File: src/rtl/ysyx_25040111_lsu_arb.sv
// ysyx_25040111_lsu_arb
// Two-requester (fetch / execute) arbiter in front of the LSU. Each requester
// owns a one-entry pending slot. The arbiter issues one transaction at a time
// as a single-cycle lsu_ready pulse with a registered command, then routes the
// completion pulse and read data back to the owning requester.
//
// Build option: define YSYX_25040111_ARB_RR_EN for round-robin arbitration.
// Without it, ex has fixed priority over if and no pointer register exists.
module ysyx_25040111_lsu_arb (
  input  logic        clock,
  input  logic        reset,
  // fetch requester
  input  logic        if_req,
  input  logic [31:0] if_addr,
  output logic [31:0] if_rdata,
  output logic        if_ok,
  // execute / data requester
  input  logic        ex_req,
  input  logic        ex_wen,
  input  logic        ex_ren,
  input  logic        ex_sign,
  input  logic [1:0]  ex_mask,
  input  logic [31:0] ex_addr,
  input  logic [31:0] ex_wdata,
  output logic [31:0] ex_rdata,
  output logic        ex_ok,
  // LSU side
  output logic        lsu_ready,
  output logic        lsu_wen,
  output logic        lsu_ren,
  output logic        lsu_sign,
  output logic [1:0]  lsu_mask,
  output logic [31:0] lsu_addr,
  output logic [31:0] lsu_wdata,
  input  logic [31:0] lsu_rdata,
  input  logic        lsu_valid,
  output logic        busy
);

  typedef enum logic [1:0] {
    S_IDLE  = 2'd0,
    S_ISSUE = 2'd1,
    S_WAIT  = 2'd2
  } state_e;

  state_e      state_q, state_d;
  logic        owner_ex_q, owner_ex_d;   // 1: ex owns the LSU, 0: fetch owns it

  // fetch pending slot (command fields are implied: load word, unsigned)
  logic        if_v_q, if_v_d;
  logic [31:0] if_addr_q, if_addr_d;

  // execute pending slot
  logic        ex_v_q, ex_v_d;
  logic        ex_wen_q, ex_wen_d;
  logic        ex_ren_q, ex_ren_d;
  logic        ex_sign_q, ex_sign_d;
  logic [1:0]  ex_mask_q, ex_mask_d;
  logic [31:0] ex_addr_q, ex_addr_d;
  logic [31:0] ex_wdata_q, ex_wdata_d;

  // registered LSU command
  logic        lsu_wen_q, lsu_wen_d;
  logic        lsu_ren_q, lsu_ren_d;
  logic        lsu_sign_q, lsu_sign_d;
  logic [1:0]  lsu_mask_q, lsu_mask_d;
  logic [31:0] lsu_addr_q, lsu_addr_d;
  logic [31:0] lsu_wdata_q, lsu_wdata_d;

  // responses
  logic        if_ok_q, if_ok_d;
  logic        ex_ok_q, ex_ok_d;
  logic [31:0] if_rdata_q, if_rdata_d;
  logic [31:0] ex_rdata_q, ex_rdata_d;

`ifdef YSYX_25040111_ARB_RR_EN
  logic        last_ex_q, last_ex_d;     // 1: ex was served last
`endif

  // A requester owns the LSU from its grant until its completion edge.
  logic if_own, ex_own;
  logic if_acc, ex_acc;
  logic if_elig, ex_elig;
  logic grant_ex;

  assign if_own = (state_q != S_IDLE) && !owner_ex_q;
  assign ex_own = (state_q != S_IDLE) &&  owner_ex_q;

  // A req into a full slot, or from the current owner, is dropped.
  assign if_acc = if_req && !if_v_q && !if_own;
  assign ex_acc = ex_req && !ex_v_q && !ex_own;

  // A freshly accepted req may be granted on the same edge it is captured.
  assign if_elig = if_v_q || if_acc;
  assign ex_elig = ex_v_q || ex_acc;

`ifdef YSYX_25040111_ARB_RR_EN
  assign grant_ex = ex_elig && (!if_elig || !last_ex_q);
`else
  assign grant_ex = ex_elig;
`endif

  // Next-state, slot bookkeeping, grant and completion routing.
  // NOTE: every *_d gets a default first so no path leaves it unassigned (no latches).
  always_comb begin
    state_d     = state_q;
    owner_ex_d  = owner_ex_q;
    if_v_d      = if_v_q;
    if_addr_d   = if_addr_q;
    ex_v_d      = ex_v_q;
    ex_wen_d    = ex_wen_q;
    ex_ren_d    = ex_ren_q;
    ex_sign_d   = ex_sign_q;
    ex_mask_d   = ex_mask_q;
    ex_addr_d   = ex_addr_q;
    ex_wdata_d  = ex_wdata_q;
    lsu_wen_d   = lsu_wen_q;
    lsu_ren_d   = lsu_ren_q;
    lsu_sign_d  = lsu_sign_q;
    lsu_mask_d  = lsu_mask_q;
    lsu_addr_d  = lsu_addr_q;
    lsu_wdata_d = lsu_wdata_q;
    if_ok_d     = 1'b0;
    ex_ok_d     = 1'b0;
    if_rdata_d  = if_rdata_q;
    ex_rdata_d  = ex_rdata_q;
`ifdef YSYX_25040111_ARB_RR_EN
    last_ex_d   = last_ex_q;
`endif

    if (if_acc) begin
      if_v_d    = 1'b1;
      if_addr_d = if_addr;
    end
    if (ex_acc) begin
      ex_v_d     = 1'b1;
      ex_wen_d   = ex_wen;
      ex_ren_d   = ex_ren;
      ex_sign_d  = ex_sign;
      ex_mask_d  = ex_mask;
      ex_addr_d  = ex_addr;
      ex_wdata_d = ex_wdata;
    end

    unique case (state_q)
      S_IDLE: begin
        if (if_elig || ex_elig) begin
          state_d    = S_ISSUE;
          owner_ex_d = grant_ex;
`ifdef YSYX_25040111_ARB_RR_EN
          last_ex_d  = grant_ex;
`endif
          if (grant_ex) begin
            // Slot is cleared even if it was loaded this very cycle.
            ex_v_d      = 1'b0;
            lsu_wen_d   = ex_v_q ? ex_wen_q   : ex_wen;
            lsu_ren_d   = ex_v_q ? ex_ren_q   : ex_ren;
            lsu_sign_d  = ex_v_q ? ex_sign_q  : ex_sign;
            lsu_mask_d  = ex_v_q ? ex_mask_q  : ex_mask;
            lsu_addr_d  = ex_v_q ? ex_addr_q  : ex_addr;
            lsu_wdata_d = ex_v_q ? ex_wdata_q : ex_wdata;
          end else begin
            if_v_d      = 1'b0;
            lsu_wen_d   = 1'b0;
            lsu_ren_d   = 1'b1;
            lsu_sign_d  = 1'b0;
            lsu_mask_d  = 2'b11;
            lsu_addr_d  = if_v_q ? if_addr_q : if_addr;
            lsu_wdata_d = 32'd0;
          end
        end
      end
      S_ISSUE: begin
        state_d = S_WAIT;
      end
      S_WAIT: begin
        if (lsu_valid) begin
          state_d = S_IDLE;
          if (owner_ex_q) begin
            ex_ok_d    = 1'b1;
            ex_rdata_d = lsu_rdata;
          end else begin
            if_ok_d    = 1'b1;
            if_rdata_d = lsu_rdata;
          end
        end
      end
      default: begin
        state_d = S_IDLE;
      end
    endcase
  end

  // State and datapath registers with synchronous reset.
  // NOTE: non-blocking (<=) here so every flop samples pre-edge values.
  // NOTE: slot payloads are reset too, keeping lsu_* and rdata at defined zeros.
  always_ff @(posedge clock) begin
    if (reset) begin
      state_q     <= S_IDLE;
      owner_ex_q  <= 1'b0;
      if_v_q      <= 1'b0;
      if_addr_q   <= 32'd0;
      ex_v_q      <= 1'b0;
      ex_wen_q    <= 1'b0;
      ex_ren_q    <= 1'b0;
      ex_sign_q   <= 1'b0;
      ex_mask_q   <= 2'b00;
      ex_addr_q   <= 32'd0;
      ex_wdata_q  <= 32'd0;
      lsu_wen_q   <= 1'b0;
      lsu_ren_q   <= 1'b0;
      lsu_sign_q  <= 1'b0;
      lsu_mask_q  <= 2'b00;
      lsu_addr_q  <= 32'd0;
      lsu_wdata_q <= 32'd0;
      if_ok_q     <= 1'b0;
      ex_ok_q     <= 1'b0;
      if_rdata_q  <= 32'd0;
      ex_rdata_q  <= 32'd0;
`ifdef YSYX_25040111_ARB_RR_EN
      last_ex_q   <= 1'b0;
`endif
    end else begin
      state_q     <= state_d;
      owner_ex_q  <= owner_ex_d;
      if_v_q      <= if_v_d;
      if_addr_q   <= if_addr_d;
      ex_v_q      <= ex_v_d;
      ex_wen_q    <= ex_wen_d;
      ex_ren_q    <= ex_ren_d;
      ex_sign_q   <= ex_sign_d;
      ex_mask_q   <= ex_mask_d;
      ex_addr_q   <= ex_addr_d;
      ex_wdata_q  <= ex_wdata_d;
      lsu_wen_q   <= lsu_wen_d;
      lsu_ren_q   <= lsu_ren_d;
      lsu_sign_q  <= lsu_sign_d;
      lsu_mask_q  <= lsu_mask_d;
      lsu_addr_q  <= lsu_addr_d;
      lsu_wdata_q <= lsu_wdata_d;
      if_ok_q     <= if_ok_d;
      ex_ok_q     <= ex_ok_d;
      if_rdata_q  <= if_rdata_d;
      ex_rdata_q  <= ex_rdata_d;
`ifdef YSYX_25040111_ARB_RR_EN
      last_ex_q   <= last_ex_d;
`endif
    end
  end

  assign lsu_ready = (state_q == S_ISSUE);
  assign busy      = (state_q != S_IDLE);
  assign lsu_wen   = lsu_wen_q;
  assign lsu_ren   = lsu_ren_q;
  assign lsu_sign  = lsu_sign_q;
  assign lsu_mask  = lsu_mask_q;
  assign lsu_addr  = lsu_addr_q;
  assign lsu_wdata = lsu_wdata_q;
  assign if_ok     = if_ok_q;
  assign ex_ok     = ex_ok_q;
  assign if_rdata  = if_rdata_q;
  assign ex_rdata  = ex_rdata_q;

endmodule

File: config.mk
export PLATFORM = sky130hd
export DESIGN_NAME = ysyx_25040111_lsu_arb
export DESIGN_NICKNAME = d
export VERILOG_FILES = /design/src/rtl/ysyx_25040111_lsu_arb.sv
export SDC_FILE = /design/constraint.sdc
export NUM_CORES = 1
export LEC_CHECK = 0
export CAP_MARGIN = 20
export CORE_AREA = 2 2 144 146
export CTS_CLUSTER_SIZE = 14
export DETAILED_ROUTE_END_ITERATION = 8
export DIE_AREA = 0 0 146 148
export GPL_TIMING_DRIVEN = 0
export PLACE_DENSITY = 0.87
export SYNTH_ARGS = -nofsm -noshare
export SYNTH_HDL_FRONTEND = slang
export SYNTH_SLANG_ARGS = --single-unit
export TNS_END_PERCENT = 5
File: constraint.sdc
create_clock -name clock -period 2.4 [get_ports clock]
set_clock_uncertainty 0.1 [all_clocks]
set_input_delay 0.24 -clock clock [delete_from_list [all_inputs] [get_ports clock]]
set_output_delay 0.24 -clock clock [all_outputs]
set_load 0.05 [all_outputs]
Word level (Yosys, flattened, before mapping)
Index checks and enable logic that the tools add are counted.
{"block": "totals", "output_inout_bits": 137, "in_bits": 138, "reg_bits": 241}
{"block": "classes", "bitwise": 3, "mux": 26, "n_eq_ne": 4, "n_reduce_logical": 21}
{"op": "2-to-1 mux 32 bit", "n": 5}
{"op": "2-to-1 mux 1 bit", "n": 16}
{"op": "2-to-1 mux 2 bit", "n": 4}
{"op": "logical AND 1 bit", "n": 6}
{"op": "one-hot mux 2 bit (3 select lines)", "n": 1}
{"op": "AND reduction 3 bit", "n": 2}
{"op": "zero test 1 bit", "n": 5}
{"op": "inequality test 2 bit (second input constant)", "n": 2}
{"op": "AND reduction 2 bit", "n": 2}
{"op": "logical OR 1 bit", "n": 3}
{"op": "inverter 1 bit", "n": 3}
{"op": "OR reduction 3 bit", "n": 1}
{"op": "equality test 2 x 1 -> 1 bit (second input constant)", "n": 1}
{"op": "equality test 2 bit (second input constant)", "n": 1}
{"op": "zero test 2 bit", "n": 1}
{"op": "nonzero test 2 bit", "n": 1}

Depth between registers and ports, before layout
{"block": "depth", "ltp_word": 8, "ltp_mapped": 8, "depth_no_buf": 4}

Least setup slack after synthesis
No wires, ideal clock.
{"block": "synth_path", "kind": "reg2reg", "startpoint": "register if_v_q", "endpoint": "register lsu_addr_q[27], in the netlist lsu_addr[27]", "arrival_ps": 1376, "required_ps": 2148, "setup_time_ps": 152, "synth_period_minus_slack_ps": 1628, "stages_incl_launch_ff": 6, "slack_ps": 772, "cell_sequence": "dfxtp_1 > buf_4 > clkbuf_1 > mux2_2 > o21ai_0 > a221oi_2"}
{"block": "synth_between", "elab_chain_cells": 6}
{"item": "from (decl)", "line": "50", "source": "logic if_v_q, if_v_d;"}
{"item": "from (signal assigned)", "line": "226", "source": "if_v_q <= if_v_d;"}
{"item": "zero test 1 bit", "line": "90", "source": "assign if_acc = if_req && !if_v_q && !if_own;"}
{"item": "logical AND 1 bit (2 in a row)", "line": "90"}
{"item": "logical OR 1 bit", "line": "94", "source": "assign if_elig = if_v_q || if_acc;"}
{"item": "logical OR 1 bit", "line": "147", "source": "if (if_elig || ex_elig) begin"}
{"item": "AND reduction 2 bit (no line)"}
{"item": "to (signal assigned)", "line": "239", "source": "lsu_addr_q <= lsu_addr_d;"}
{"item": "to (decl)", "line": "67", "source": "logic [31:0] lsu_addr_q, lsu_addr_d;"}
Several ways; a longest one is shown, not always the timed one.
A chain may end at the register's enable or synchronous reset.

Worst setup path after layout
{"block": "layout_path", "startpoint": "register state_q[1]", "endpoint": "output busy"}
{"block": "layout_between", "elab_chain_cells": 1}
{"item": "from (decl)", "line": "46", "source": "state_e state_q, state_d;"}
{"item": "from (signal assigned)", "line": "224", "source": "state_q <= state_d;"}
{"item": "nonzero test 2 bit", "line": "252", "source": "assign busy = (state_q != S_IDLE);"}
{"item": "to (decl)", "line": "37", "source": "output logic busy"}
No other way between the ends.

==> reports/qor.yml <==
hp-class: "input pin to flop"
hold_depth: 3
r2r_cells: 6
whs_endpoint: "ex_rdata[25]"
grt_pass1_vias: 10600
worstPathMaxFanout: 10
yosysWarnings: 0
hold_viol: 0
r2r_start: "ex_v_q"
initial_utilization: 0.522
cp_top_family: "buffers and inverters"
yosysSeqAreaShare: 0.461
crit_path_end_kind: "output port"
hpwl_um: 24400
async_flop_share: 0
cp_cell_sequence: "nor2_1 -> inv_1 -> clkbuf_4 -> clkbuf_4 -> clkbuf_4"
numPortBuffers: 273
coreArea_sq_um: 20000
grt_overflow: 0
drv_cap: 0
clk_pin_slew_worst_paths_ns: 0.06
fp.dieH_um: 148
final_core_util: 0.717
remaining_drc_errors: 0
cts_num_sinks: 241
critPathKind: "flop to output port"
core.rowCount: 52
worstMarginPinSlew_ns: 0.854
routed_wl_um: 33800
die_area_sq_um: 21600
grt-busiest-layer: "met2"
fin_ws_ns: 0.167
die_w_um: 146
grt_max_degree: 14
drtIter0Drc: 630
cts_tree: "yes"
num-fill-cells: 1600
drive_above_1_share: 0.100
synthCells: 1329
cts.path.max_buffers: 3
dr.pass1.iters: 5
num_antenna_cells: 0
rsz0062_at_grt: "false"
dp_cells: 1872
h-tree-depth: 1
r2r-end: "ex_wdata_q[10]"
cp.required_ns: 2.06
postCtsSetupBuffers: 0
timing.fmax_mhz: 448
antenna_found_initial: 0
ant_nets: 0
ir_drop_v: 0.000604
setup_tns_ns: 0
whs_ns: 0.189
numCtsBuffers: 26
synth_largest_area_cell: "dfxtp_1"
r2r_slack_ns: 0.21
synthesis.nets: 1467
pin_count: 275
via_count: 10600
grt_util_met1: 0.348
critPathMaxStageDelay_ns: 0.44
synth_ff_type: "dfxtp_1"
cp_slowest_cell: "dfxtp_1"
cp_num_buf_inv: 4
yosys.area_share.simple: 0.164
viasPerCell: 5.51
use_met3: 0.0957
grt_pass1_wl_um: 53200
period_share: 0.930
synth_cell_types: 35
nNetsFinal: 1768
synthAdderAreaFrac: 0
dpl_cell_area_sq_um: 13500
syn_area_sq_um: 10500
synth_top_family_by_area: "compound AO/OA/AOI/OAI gates"
wl_per_cell_um: 17.6
relSlewSlack: 0.431
synth_mux_area_frac: 0.0354
finalSetupViolCount: 0
synth.area.top_cells: "dfxtp_1, nand2_1, a21oi_1"
cp_data_arrival_time_ns: 1.89
p_leak_nw: 5.31
status: "completed"
final_cell_mix: "nand2_1, clkdlybuf4s50_1, dfxtp_1"
syn_to_final_growth_pct: 37.4
cts-root-buf: "clkbuf_16"
syn_area_per_cell_sq_um: 7.87
synth-compound-area-share: 0.248
min_from: "lsu_rdata[25]"
cp_common_cell: "clkbuf_4"
synth-seq-cells: 241
final_common_cell: "nand2_1"
instances_no_fill: 1919
p_total_mw: 12.9
period_minus_slack_ns: 2.23
power_density_nw_per_um2: 895
gp_congestion: 0.861
place_worst_setup_slack_ns: 0.0249
crit_path_start_kind: "flop"
grt_usage: 0.302
synth_edf_count: 0
synth_top_area_frac: 0.461
worstSkewPairLatency_ns: 0.53
synthXorXnorAreaFrac: 0
grtUsageMet2: 0.527
slew_viol_final: 0
postLayoutCellArea_sq_um: 14400
[flip-flops by register name, indices dropped and copies added (netlist names), 2 cells and up]
| register | count |
|---|---|
| lsu_wdata | 32 |
| if_rdata | 32 |
| ex_wdata_q | 32 |
| ex_mask_q | 2 |
| ex_rdata | 32 |
| if_addr_q | 32 |
| lsu_addr | 32 |
| ex_addr_q | 32 |
| state_q | 2 |
| lsu_mask | 2 |
[worst max-delay path by stage]
stage,end,cells after the start,startpoint
floorplan,lsu_addr[27],5,if_v_q
global placement,busy,5,state_q[1]
detailed placement,busy,5,state_q[1]
CTS,busy,5,state_q[1]
global route,ex_wdata_q[3],6,ex_v_q
finish,busy,5,state_q[1]
[worst register-to-register path: stages, from the launching register on]
cell      delay (ns)
dfxtp_1         0.31
buf_2           0.26
clkinv_1        0.32
nand3_1         0.36
clkbuf_1        0.48
nand2_1         0.12
a21oi_1         0.17
[layer usage]
| layer | share of wire | up-vias | wire length (um) |
|---|---|---|---|
| li1 | - | 5054 | - |
| met1 | 0.38 | 4972 | 12800 |
| met2 | 0.48 | 470 | 16300 |
| met3 | 0.10 | 77 | 3480 |
| met4 | 0.035 | 0 | 1180 |
| met5 | 0 | - | 0 |
[cells in the mapped netlist, types with 2 or more instances]
master / instances
inv_1: 106
o21ai_0: 36
a211oi_1: 68
buf_6: 5
nand2_1: 430
buf_4: 8
a31oi_1: 32
buf_2: 35
o31ai_1: 34
buf_1: 2
a21oi_1: 166
clkbuf_1: 68
nor2_1: 11
dfxtp_1: 241
nand2b_1: 2
a221oi_2: 35
mux2_2: 32
[cells by family after synthesis]
logic type,after synthesis
flops,241
buf+inv,225
mux,33
simple gates,450
compound gates,380
[what timing repair did]
item                       CTS  global route
setup endpoints to repair    1             2
hold buffers                 0             0
resized for setup            5             5
[power by group]
part	internal [mW]	switching [mW]	total (mW)
clock network	2.31	1.63	3.94
logic	1.48	2.72	4.20
registers	4.46	0.261	4.72
total	8.25	4.61	12.9
[cell type report]
| type | count | area (sq um) | area share |
|---|---|---|---|
| timing repair buffer | 273 | 2730 | 0.190 |
| buffer | 118 | 559 | 0.0389 |
| inverter | 107 | 402 | 0.0279 |
| tap | 270 | 338 | 0.0235 |
| clock inverter | 10 | 75.1 | 0.00522 |
| multi-input combinational | 863 | 4680 | 0.325 |
| clock buffer | 37 | 763 | 0.0531 |
| sequential | 241 | 4830 | 0.336 |
Note: power is estimated with default switching activity, not from simulation.
